**src/rtl/icn_pkg.sv**
```systemverilog
// rtl/icn_pkg.sv - shared types and helpers for the read-channel interconnect
package icn_pkg;

    typedef enum logic [1:0] {
        OKAY   = 2'd0,
        EXOKAY = 2'd1,
        SLVERR = 2'd2,
        DECERR = 2'd3
    } axi_resp_t;

    // Index width for a table of n entries; never narrower than one bit
    function automatic int ptr_w(input int n);
        return (n > 1) ? $clog2(n) : 1;
    endfunction

    localparam int ICN_DEF_MAX_OUT = 2;
    localparam int ICN_DEF_PTR_W   = ptr_w(ICN_DEF_MAX_OUT);

endpackage

```
**src/rtl/icn_rr_arb.sv**
```systemverilog
// rtl/icn_rr_arb.sv - combinational N-way round-robin grant
module icn_rr_arb
    import icn_pkg::*;
#(
    parameter int N  = 2,
    parameter int IW = ptr_w(N)
) (
    input  logic [N-1:0]  req_i,
    input  logic [IW-1:0] last_i,
    output logic [N-1:0]  gnt_o,
    output logic [IW-1:0] idx_o
);

    // Scan last+1, last+2, ... (mod N) and grant the first requester found
    always_comb begin
        logic          found;
        logic [IW-1:0] k;
        gnt_o = '0;
        idx_o = '0;
        found = 1'b0;
        k     = '0;
        for (int i = 1; i <= N; i++) begin
            k = IW'((int'(last_i) + i) % N);
            if (!found && req_i[k]) begin
                found    = 1'b1;
                gnt_o[k] = 1'b1;
                idx_o    = k;
            end
        end
    end

endmodule

```
**src/rtl/icn_rd_arb.sv**
```systemverilog
// rtl/icn_rd_arb.sv - N-master to 1-slave AXI-lite read interconnect with in-order route FIFO
module icn_rd_arb
    import icn_pkg::*;
#(
    parameter int N_MST   = 2,
    parameter int ADDR_W  = 32,
    parameter int DATA_W  = 32,
    parameter int MAX_OUT = 2
) (
    input  logic                      clk_i,
    input  logic                      rst_i,
    input  logic [N_MST-1:0]          m_ar_valid,
    input  logic [N_MST*ADDR_W-1:0]   m_ar_addr,
    output logic [N_MST-1:0]          m_ar_ready,
    output logic [N_MST-1:0]          m_r_valid,
    output logic [DATA_W-1:0]         m_r_data,
    output logic [1:0]                m_r_resp,
    input  logic [N_MST-1:0]          m_r_ready,
    output logic                      s_ar_valid,
    output logic [ADDR_W-1:0]         s_ar_addr,
    input  logic                      s_ar_ready,
    input  logic                      s_r_valid,
    input  logic [DATA_W-1:0]         s_r_data,
    input  logic [1:0]                s_r_resp,
    output logic                      s_r_ready
);

    localparam int IW = ptr_w(N_MST);
    localparam int AW = ptr_w(MAX_OUT);
    localparam int CW = $clog2(MAX_OUT + 1);

    // AR register, RR pointer, route FIFO and outstanding count
    logic              ar_full_q, ar_full_d;
    logic [ADDR_W-1:0] ar_addr_q, ar_addr_d;
    logic [IW-1:0]     last_q, last_d;
    logic [CW-1:0]     cnt_q, cnt_d;
    logic [AW:0]       wr_ptr_q, wr_ptr_d;
    logic [AW:0]       rd_ptr_q, rd_ptr_d;
    logic [IW-1:0]     route_q [MAX_OUT];
    logic [IW-1:0]     route_d [MAX_OUT];

    logic [N_MST-1:0]  gnt;
    logic [IW-1:0]     gnt_idx;
    logic [ADDR_W-1:0] gnt_addr;
    logic [IW-1:0]     head;
    logic              acc_ok;
    logic              push;
    logic              pop;
    logic              fifo_empty;

    // Index wraps modulo MAX_OUT; the top bit flips on every wrap so full and
    // empty stay distinguishable even when MAX_OUT is not a power of two
    function automatic logic [AW:0] ptr_inc(input logic [AW:0] p);
        if (p[AW-1:0] == AW'(MAX_OUT - 1)) begin
            return {~p[AW], {AW{1'b0}}};
        end
        return p + 1'b1;
    endfunction

    icn_rr_arb #(
        .N  (N_MST),
        .IW (IW)
    ) u_rr_arb (
        .req_i  (m_ar_valid),
        .last_i (last_q),
        .gnt_o  (gnt),
        .idx_o  (gnt_idx)
    );

    // AR acceptance: registered count only, so a same-cycle R pop never opens a slot
    always_comb begin
        acc_ok     = !rst_i && (!ar_full_q || s_ar_ready) && (cnt_q < CW'(MAX_OUT));
        push       = acc_ok && (|m_ar_valid);
        m_ar_ready = push ? gnt : '0;
        gnt_addr   = '0;
        for (int k = 0; k < N_MST; k++) begin
            if (gnt[k]) begin
                gnt_addr = m_ar_addr[k*ADDR_W +: ADDR_W];
            end
        end
    end

    // R routing: the FIFO head names the master owed the next in-order response
    always_comb begin
        fifo_empty = (wr_ptr_q == rd_ptr_q);
        head       = route_q[rd_ptr_q[AW-1:0]];
        m_r_valid  = '0;
        s_r_ready  = 1'b0;
        if (!fifo_empty) begin
            for (int k = 0; k < N_MST; k++) begin
                if (head == IW'(k)) begin
                    m_r_valid[k] = s_r_valid;
                    s_r_ready    = m_r_ready[k];
                end
            end
        end
        pop      = s_r_valid && s_r_ready;
        m_r_data = s_r_data;
        m_r_resp = s_r_resp;
    end

    // Slave AR side is driven straight from the register
    always_comb begin
        s_ar_valid = ar_full_q;
        s_ar_addr  = ar_addr_q;
    end

    // Next-state for AR register, pointer, FIFO and count
    always_comb begin
        ar_full_d = ar_full_q;
        ar_addr_d = ar_addr_q;
        last_d    = last_q;
        wr_ptr_d  = wr_ptr_q;
        rd_ptr_d  = rd_ptr_q;
        route_d   = route_q;
        cnt_d     = cnt_q + CW'(push) - CW'(pop);

        if (push) begin
            ar_full_d                = 1'b1;
            ar_addr_d                = gnt_addr;
            last_d                   = gnt_idx;
            route_d[wr_ptr_q[AW-1:0]] = gnt_idx;
            wr_ptr_d                 = ptr_inc(wr_ptr_q);
        end else if (ar_full_q && s_ar_ready) begin
            ar_full_d = 1'b0;
        end

        if (pop) begin
            rd_ptr_d = ptr_inc(rd_ptr_q);
        end
    end

    // State registers; reset leaves master 0 with first priority
    always_ff @(posedge clk_i or posedge rst_i) begin
        if (rst_i) begin
            ar_full_q <= 1'b0;
            ar_addr_q <= '0;
            last_q    <= IW'(N_MST - 1);
            cnt_q     <= '0;
            wr_ptr_q  <= '0;
            rd_ptr_q  <= '0;
            for (int i = 0; i < MAX_OUT; i++) begin
                route_q[i] <= '0;
            end
        end else begin
            ar_full_q <= ar_full_d;
            ar_addr_q <= ar_addr_d;
            last_q    <= last_d;
            cnt_q     <= cnt_d;
            wr_ptr_q  <= wr_ptr_d;
            rd_ptr_q  <= rd_ptr_d;
            route_q   <= route_d;
        end
    end

endmodule
```
**config.mk**
```make
export PLATFORM = sky130hd
export DESIGN_NAME = icn_rd_arb
export DESIGN_NICKNAME = d
export VERILOG_FILES = /design/src/rtl/icn_pkg.sv /design/src/rtl/icn_rr_arb.sv /design/src/rtl/icn_rd_arb.sv
export SDC_FILE = /design/constraint.sdc
export NUM_CORES = 1
export LEC_CHECK = 0
export BUFFER_PORTS_ARGS = -buffer_cell sky130_fd_sc_hd__buf_2
export CORE_MARGIN = 10
export CORE_UTILIZATION = 43
export DETAILED_ROUTE_END_ITERATION = 16
export HOLD_SLACK_MARGIN = 0.06
export PLACE_DENSITY_LB_ADDON = 0.25
export SYNTH_ARGS = -nofsm -noshare
export SYNTH_HDL_FRONTEND = slang
export SYNTH_SLANG_ARGS = --single-unit
```
**constraint.sdc**
```tcl
create_clock -name clk_i -period 6.1 [get_ports clk_i]
set_input_delay 0.61 -clock clk_i [delete_from_list [all_inputs] [get_ports clk_i]]
set_output_delay 0.61 -clock clk_i [all_outputs]
set_load 0.01 [all_outputs]
```
# --- After elaboration in Yosys (flattened, before gate mapping) ---
# Index checks and enable logic that the tools add are counted.
# Widths: inputs -> output; s select.
op_classes:
  n_eq_ne: 1
  muxes: 37
  bitwise_logic: 5
  magnitude_cmp: 8
  n_reduce_logical: 15
  add_sub_neg: 6
op_table:
  columns: ["operator", "n"]
  rows:
  - ["$mux 32", 2]
  - ["$mux 1", 23]
  - ["$mux 2", 8]
  - ["$logic_and 1x1->1", 9]
  - ["$add 2x1->2 const B", 2]
  - ["$ge 2x2->1 const B", 2]
  - ["$lt 1x2->1 const B", 2]
  - ["$not 1->2", 2]
  - ["$demux 1 s1", 3]
  - ["$logic_not 1->1", 3]
  - ["$add 1x1->1 const B", 2]
  - ["$add 2x1->2", 1]
  - ["$bwmux 2", 1]
  - ["$eq 2x2->1", 1]
  - ["$ge 1x1->1 const B", 2]
  - ["$lt 2x1->1 const B", 1]
  - ["$lt 2x2->1 const B", 1]
  - ["$not 1->1", 2]
  - ["$or 2x2->2", 1]
  - ["$reduce_bool 2->1", 1]
  - ["$reduce_or 2->1", 1]
  - ["$sub 2x1->2", 1]
  - ["$logic_or 1x1->1", 1]
word_totals:
  out_inout_bits: 72
  reg_bits: 42
  elab_cells: 80

# --- Depth between registers and ports, before layout ---
# Gate-level depths: netlist of the first run.
logic_depth:
  word_depth: 10
  ltp_mapped: 10
  ltp_nobuf: 8

# --- Hierarchy ---
# Synthesis of the first run repeated with hierarchy kept, for this count alone.
unflattened:
  hier_cells: 226
  area_unflattened_um2: 2175.8
modules_own_cells:
  columns: ["mod", "area_each_um2", "n_inst", "cells_each"]
  rows:
  - ["icn_rd_arb", 2149.6, 1, 222]
  - ["icn_rr_arb", 26.3, 1, 4]

# --- Worst setup path before layout of the first run ---
# No wires, ideal clock.
synth_path:
  path_kind: "input to output"
  startpoint: "input m_ar_valid[0]"
  endpoint: "output m_ar_ready[0]"
  t_arrival_ns: 1.684
  required_ns: 5.490
  slack_ns: 3.806
  cell_stages: 7
  path_cell_list: "buf_4 -> nor2_1 -> or4_1 -> buf_2 -> clkinv_2 -> buf_8 -> and3_1"
synth_between:
  elab_chain_len: 7
  word_cells_on_any_way: 13
  cone_classes: "8 x mux; 1 x bitwise; 4 x reduce/logical"
synth_lines:
  columns: ["element", "line", "rtl"]
  rows:
  - ["start, declared", "icn_rd_arb.sv:12", "input logic [N_MST-1:0] m_ar_valid,"]
  - ["$mux 1 (implied by the code) (2 in series)", "icn_rr_arb.sv:24", "if (!found && req_i[k]) begin"]
  - ["$mux 1", "icn_rr_arb.sv:24", null]
  - ["$logic_not 1->1", "icn_rr_arb.sv:24", null]
  - ["$logic_and 1x1->1", "icn_rr_arb.sv:24", null]
  - ["$mux 2", "icn_rr_arb.sv:24", null]
  - ["$mux 2 (*)", "icn_rd_arb.sv:74", "m_ar_ready = push ? gnt : '0;"]
  - ["end, declared", "icn_rd_arb.sv:14", "output logic [N_MST-1:0] m_ar_ready,"]
# Every way passes the cells marked *; elsewhere a longest branch is shown, timed or not. The select of a mux whose other input is x is not followed.

# --- Final worst setup path of the first run ---
# Ends and elaborated chain as after synthesis.

==> results of run 1 <==
==> state kept, by name, summed over array words and instances (netlist names) <==
name and flops:
rd_ptr_q 2, wr_ptr_q 2, s_ar_addr 32, cnt_q 2, route_q 2, last_q 1
s_ar_valid 1
==> final cells by class <==
class	count	area (um^2)	share of cell area, %
Tap cell	70	87.6	3.26
Inverter	4	16.3	0.605
Timing Repair Buffer	109	546	20.3
Multi-Input combinational cell	161	876	32.6
Clock buffer	8	110	4.10
Sequential cell	42	1050	39.2
==> per-stage QoR <==
stage	hold WS [ps]	area [um^2]	cells
2_1_floorplan	441	2310	260
4_1_cts	497	2690	394
6_report	495	2690	394
5_1_grt	520	2690	394
3_5_place_dp	483	2580	386
3_3_place_gp	480	2580	386
==> layer usage <==
metal	global-route usage (%)	wire length, um	up-vias
li1	-	-	964
met1	14.8	2340	873
met4	4.88	108	0
met2	21.2	2720	98
met3	7.83	803	20
met5	0	0	-
==> power breakdown <==
part           internal (mW)  switching (mW)
Sequential             0.423          0.0816
Combinational          0.235           0.296
Clock                  0.114          0.0885
==> critical path: stages <==
cell	delay (ps)
sky130_fd_sc_hd__buf_2	480
sky130_fd_sc_hd__nor2_1	90
sky130_fd_sc_hd__or4_1	570
sky130_fd_sc_hd__clkinv_2	630
sky130_fd_sc_hd__and3_1	260
sky130_fd_sc_hd__buf_2	130
==> cell usage in the layout (no fill, tap or decap) <==
master	count
sky130_fd_sc_hd__a21o_1	1
sky130_fd_sc_hd__a31oi_1	25
sky130_fd_sc_hd__a31oi_2	7
sky130_fd_sc_hd__and2_1	1
sky130_fd_sc_hd__and3_1	1
sky130_fd_sc_hd__buf_2	109
sky130_fd_sc_hd__clkbuf_8	8
sky130_fd_sc_hd__clkinv_2	1
sky130_fd_sc_hd__dfrtp_1	41
sky130_fd_sc_hd__dfstp_2	1
sky130_fd_sc_hd__ha_1	2
sky130_fd_sc_hd__inv_1	2
sky130_fd_sc_hd__inv_2	1
sky130_fd_sc_hd__mux2_1	1
sky130_fd_sc_hd__mux2i_1	2
sky130_fd_sc_hd__nand2_1	35
sky130_fd_sc_hd__nand2b_1	1
sky130_fd_sc_hd__nand3_1	32
sky130_fd_sc_hd__nor2_1	38
sky130_fd_sc_hd__nor2b_1	2
sky130_fd_sc_hd__nor3b_1	1
sky130_fd_sc_hd__o21ai_0	2
sky130_fd_sc_hd__o31ai_1	1
sky130_fd_sc_hd__or4_1	1
sky130_fd_sc_hd__xnor2_1	4
sky130_fd_sc_hd__xor2_1	4
==> worst max path at each step <==
stage / startpoint / end / slack [ps] / cells after the start
2_1_floorplan: m_ar_valid[0] / m_ar_ready[0] / 3810 / 7
3_3_place_gp: m_ar_valid[0] / m_ar_ready[0] / 2690 / 6
3_5_place_dp: m_ar_valid[0] / m_ar_ready[0] / 2650 / 6
4_1_cts: m_ar_valid[0] / m_ar_ready[0] / 2650 / 6
5_1_grt: m_ar_valid[0] / m_ar_ready[0] / 2500 / 6
6_report: m_ar_valid[0] / m_ar_ready[0] / 2650 / 6
==> logic make-up after synthesis <==
group                    Yosys count  share of synthesized area (%)
AO/OA/AOI/OAI                     36                           11.6
adder cells (fa/ha/maj)            2                           1.08
AND/OR/NAND/NOR                  112                           20.8
flip-flops                        42                           45.5
multiplexers                       3                           1.35
buffers and inverters             57                           16.7
XOR/XNOR                           8                           3.03
==> flow_metrics.tcl, run 1 <==
set metrics [dict create \
    ffs_latches_synth 42 \
    synth.lib_cells_used.distinct 28 \
    cts_post_setup_buffers_inserted 0 \
    fp-row-count 26 \
    final_core_density_pct 52.0 \
    drtPass1Iterations 4 \
    netlist_top_cells_count "41 x sky130_fd_sc_hd__dfrtp_1, 40 x sky130_fd_sc_hd__buf_4, 38 x sky130_fd_sc_hd__nor2_1" \
    holdCritPathClass "in -> async" \
    tns_ps 0 \
    vias_per_cell 4.96 \
    clkSinkCount 42 \
    finalSetupViolations 0 \
    clkSlewWorstSetupHoldPaths_ps 80 \
    synthMostInstantiatedCell "sky130_fd_sc_hd__dfrtp_1" \
    irDropWorstVdd_uv 175 \
    max_slew_margin_pct 22.8 \
    worst-r2r-setup-slack_ps 3660 \
    synth_ff_type "sky130_fd_sc_hd__dfrtp_1" \
    core_mm2 0.00517 \
    hpwl_um 4540 \
    area_growth_pct 16.2 \
    clock_insertion_delay_worst_skew_ps 280 \
    async_flop_share_pct 100 \
    clockRootBuffer "sky130_fd_sc_hd__clkbuf_8" \
    tightest_slew_ps 1160 \
    grt_first_pass_wirelength_um 9740 \
    drt_iter0_markers 58 \
    cts_hold_buf 0 \
    grt_start_max_net_pins 68 \
    final_nets 431 \
    design.die.area_mm2 0.00871 \
    synth_area_leaders "sky130_fd_sc_hd__dfrtp_1 44%, sky130_fd_sc_hd__buf_4 13%, sky130_fd_sc_hd__nand3_1 6.9%, sky130_fd_sc_hd__a31oi_1 6.8%, sky130_fd_sc_hd__nor2_1 6.2%" \
    worst_r2r_endpoint "route_q[0]" \
    avgSynthCellArea_um2 8.90 \
    fin_crit_sh_pct 56.5 \
    htreeDepth 2 \
    reg2reg_from "s_ar_valid" \
    antenna-diode-count 0 \
    maxSlewViolCount 0 \
    synth_area_mm2 0.00231 \
    timing.critical_path.fanout_max 67 \
    fp.dieH_um 93.4 \
    chipWidth_um 93.4 \
    final_layout_size_suffix_gt1_share_pct 39.2 \
    setup_ws_ps 2650 \
    path_class "in -> out" \
    grt-ovfl-total 0 \
    number_of_buffers_inserted_during_clock_tree_synthesis 5 \
    start_util_pct 44.7 \
    port_buffers 109 \
    postRouteWirelength_um 5970 \
    hold_viol_final 0 \
    synth-edff-count 0 \
    dp_worst_setup_slack_ps 2650 \
    required_ps 5490 \
    power_leakage_nw 1.30 \
    top_level_ports 178 \
    final_weighted_congestion_in_routability_driven_placement 0.719 \
    mappedNetlistNets 368 \
    first_global_vias 1993 \
    timing.final.crit_period_ps 3450 \
    num-fill-cells 516 \
    grt_setup_unrepaired "false" \
    post_cts_resized 0 \
    maxcap_viol_count 0 \
    outcome "finished, final reports clean" \
    worstSetupStartpointType "input pin" \
    maxClockFrequency_ghz 0.290 \
    timing.critical_path.arrival_ps 2840 \
    clock_skew_ps 5.12 \
    antenna_found_initial 0 \
    postRouteAntennaNets 0 \
    depth_of_the_worst_register_to_register_path 5 \
    synthesis.instances 260 \
    seq_area_frac_synth_pct 45.5 \
    synth_top_area_share_pct 44.3 \
    routed-via-count 1955 \
    post-layout-total-power_mw 1.24 \
    cts_tree "done" \
    crit_path_end_kind "output pin" \
    cts_max_path_buffers 2 \
    routed_wire_length_per_instance_um 15.1 \
    global_route.usage.total_pct 13.5 \
    drc_viols 0 \
    synthDominantAreaCellType "sky130_fd_sc_hd__dfrtp_1" \
    synthesis.yosys.warnings 0 \
    cellPowerDensity_mw_per_mm2 461 \
]
(Power assumes the default switching activity.)
==> run 2: changes to the inputs <==
--- a/config.mk
+++ b/config.mk
@@ -5,9 +5,10 @@
 export SDC_FILE = /design/constraint.sdc
 export NUM_CORES = 1
 export LEC_CHECK = 0
+export ABC_AREA = 1
 export BUFFER_PORTS_ARGS = -buffer_cell sky130_fd_sc_hd__buf_2
 export CORE_MARGIN = 10
-export CORE_UTILIZATION = 43
+export CORE_UTILIZATION = 38
 export DETAILED_ROUTE_END_ITERATION = 16
 export HOLD_SLACK_MARGIN = 0.06
 export PLACE_DENSITY_LB_ADDON = 0.25
==> constraint.sdc (replaced) <==
create_clock -name clk_i -period 2.9 [get_ports clk_i]
set_input_delay 0.29 -clock clk_i [delete_from_list [all_inputs] [get_ports clk_i]]
set_output_delay 0.29 -clock clk_i [all_outputs]
set_load 0.01 [all_outputs]
==> run 2 against run 1 <==
Effect of this change: global-route usage up 0.059 points; clock skew up 3.2 ps; wire length up 16%; core utilization down 6.6 points; via count up 18%; die area up 20%; synthesized cell count up 36%; sequential power up 110%; flip-flop and latch count unchanged; setup slack worse by 1700 ps; area after synthesis up 11%; total power up 120%; largest cell class is now multi-input gates.
==> flow_metrics.tcl, run 2 <==
set metrics [dict create \
    outcome "finished, final reports clean" \
    antenna_found_initial 0 \
    crit_path_end_kind "output pin" \
    drt_iter0_markers 64 \
    power.internal_mw 1.61 \
    routed_wire_length_per_instance_um 13.9 \
    final_layout_size_suffix_gt1_share_pct 30.4 \
    share_comb_of_total_power_pct 43.6 \
    max_slew_margin_pct 64.1 \
    synth_ff_type "sky130_fd_sc_hd__dfrtp_1" \
    grt_setup_unrepaired "false" \
    final_cell_area_mm2 0.00293 \
    async_flop_share_pct 100 \
    fin_crit_sh_pct 66.0 \
    place_inst 490 \
    fp-row-count 29 \
    depth_of_the_worst_register_to_register_path 5 \
    hpwl_um 5160 \
    chipWidth_um 102 \
    clock_insertion_delay_worst_skew_ps 290 \
    finalSetupViolations 0 \
    cts_hold_buf 0 \
    p_seq_share_pct 39.7 \
    reg2reg_from "cnt_q[1]" \
    final_nets 528 \
    final_weighted_congestion_in_routability_driven_placement 0.739 \
    post-layout-total-power_mw 2.71 \
    switching_share_pct 40.7 \
    cellPowerDensity_mw_per_mm2 923 \
    clkSinkCount 42 \
    crit_path_top_delay_cell "sky130_fd_sc_hd__dfrtp_1" \
    hold_viol_final 0 \
    finalNonFillerCells 498 \
    port_buffers 109 \
    core_mm2 0.00646 \
    num-fill-cells 709 \
    largest_register_ffs 32 \
    timing.critical_path.slowest_cell_delay_ps 430 \
    vias_per_cell 4.64 \
    register_area_mm2 0.00105 \
    top_level_ports 178 \
    most-common-layout-cells "189 x sky130_fd_sc_hd__nand2_1, 109 x sky130_fd_sc_hd__buf_2, 41 x sky130_fd_sc_hd__dfrtp_1, 36 x sky130_fd_sc_hd__nand3_1, 10 x sky130_fd_sc_hd__inv_1" \
    worst-r2r-setup-slack_ps 1040 \
    first_global_vias 2520 \
    timing.critical_path.fanout_max 41 \
    avgSynthCellArea_um2 7.25 \
    timing.final.crit_period_ps 1910 \
    required_ps 2610 \
    maxClockFrequency_ghz 0.522 \
    number_of_buffers_inserted_during_clock_tree_synthesis 5 \
    worstSetupStartpointType "register" \
    synth_top_area_share_pct 40.1 \
    antenna-diode-count 0 \
    tightest_slew_ps 539 \
    path_delay_family "simple AND/OR/NAND/NOR gates" \
    postRouteWirelength_um 6940 \
    start_util_pct 39.6 \
    ffs_latches_synth 42 \
    fp.dieH_um 102 \
    mappedNetlistNets 461 \
    cts_post_setup_buffers_inserted 0 \
    netlist_top_cells_count "189 x sky130_fd_sc_hd__nand2_1, 41 x sky130_fd_sc_hd__dfrtp_1, 38 x sky130_fd_sc_hd__buf_4" \
    most_frequent_standard_cell_in_the_layout_excluding_fill_and_tap_cells "sky130_fd_sc_hd__nand2_1" \
    design.die.area_mm2 0.0104 \
    grt-ovfl-total 0 \
    holdCritPathClass "in -> async" \
    clkSlewWorstSetupHoldPaths_ps 80 \
    maxcap_viol_count 0 \
    synthDominantAreaCellType "sky130_fd_sc_hd__dfrtp_1" \
    placed_cell_area_mm2 0.00283 \
    cts_tree "done" \
    htreeDepth 2 \
    global_route.usage.total_pct 13.6 \
    clockRootBuffer "sky130_fd_sc_hd__clkbuf_8" \
    worst_r2r_endpoint "cnt_q[1]" \
    clock_power_share_pct 16.7 \
    post_cts_resized 0 \
    area_growth_pct 14.5 \
    path_class "reg -> out" \
    net_switching_power_figure_mw 1.10 \
    multi_input_comb_area_mm2 0.00106 \
    synthesis.yosys.warnings 0 \
    path_cells "nor2_4, nand3_4, nor2_1, buf_2" \
    irDropWorstVdd_uv 305 \
    grt_start_max_net_pins 43 \
    synth_area_leaders "sky130_fd_sc_hd__dfrtp_1 40%, sky130_fd_sc_hd__nand2_1 28%, sky130_fd_sc_hd__buf_4 11%, sky130_fd_sc_hd__nand3_1 7.0%, sky130_fd_sc_hd__buf_6 3.1%" \
    drtPass1Iterations 4 \
    timing.critical_path.arrival_ps 1620 \
    seq_area_frac_synth_pct 41.1 \
    power_leakage_nw 1.81 \
    final_core_density_pct 45.4 \
    clock_skew_ps 8.29 \
    grt_first_pass_wirelength_um 11500 \
    cts_max_path_buffers 2 \
    synth.lib_cells_used.distinct 23 \
    tns_ps 0 \
    crit_buf_inv 1 \
    postRouteAntennaNets 0 \
    drc_viols 0 \
    maxSlewViolCount 0 \
    routed-via-count 2309 \
    synthesis.instances 353 \
    synth_area_mm2 0.00256 \
    synth-edff-count 0 \
    synthMostInstantiatedCell "sky130_fd_sc_hd__nand2_1" \
]
run 2: per-layer routing:
| metal | share of wire (%) | track usage, % | vias to the layer above | wire (um) |
|---|---|---|---|---|
| li1 | - | - | 1180 | - |
| met4 | 1.3 | 4.01 | 0 | 87 |
| met2 | 50 | 24.0 | 81 | 3480 |
| met3 | 9.0 | 5.33 | 12 | 622 |
| met1 | 40 | 14.7 | 1036 | 2750 |
| met5 | 0 | 0 | - | 0 |
run 2: cell families (layout without fill, tap and decap cells):
family | count (synthesis) | count (layout) | share of synthesized area (%)
DFF | 42 | 42 | 41.1
AOI/OAI and AO/OA | 5 | 5 | 0.977
adders and majority gates | 2 | 2 | 0.977
buffers and inverters | 65 | 133 | 17.5
xor gates and xnor gates | 4 | 4 | 1.37
and+or+nand+nor | 235 | 235 | 38.0
run 2: final cells by class:
cell class	instances	share of cell area, %
timing repair buffer	111	19.1
clock buffer	7	2.60
sequential	42	35.9
multi-input combinational	246	36.1
tap	77	3.29
clock inverter	1	1.02
inverter	14	1.96
run 2: per-stage QoR:
step | setup WS [ps] | hold WS [ps]
global route | 811 | 256
finish | 985 | 209
CTS | 951 | 235
global placement | 877 | 459
detailed placement | 813 | 459
floorplan | 788 | 439
run 2: tightest hold or removal path: stages:
cell and delay [ps]:
sky130_fd_sc_hd__buf_2 120, sky130_fd_sc_hd__inv_2 80, sky130_fd_sc_hd__buf_4 470
run 2: worst max path at each step:
stage,startpoint,end,slack (ps),cells past startpoint
6_report,cnt_q[1],m_ar_ready[0],990,4
2_1_floorplan,rst_i,m_ar_ready[0],790,4
3_5_place_dp,m_ar_valid[0],cnt_q[1],810,7
4_1_cts,cnt_q[1],m_ar_ready[0],950,4
5_1_grt,cnt_q[1],m_ar_ready[1],810,4
3_3_place_gp,m_ar_valid[0],cnt_q[0],880,6
run 2: power groups by stage:
stage               registers, mW  clock network [mW]  logic, mW
floorplan                    1.17                   0      0.717
global placement             1.08                   0       1.17
detailed placement           1.08                   0       1.21
CTS                          1.07               0.469       1.22
global route                 1.12               0.492       1.37
finish                       1.08               0.451       1.18
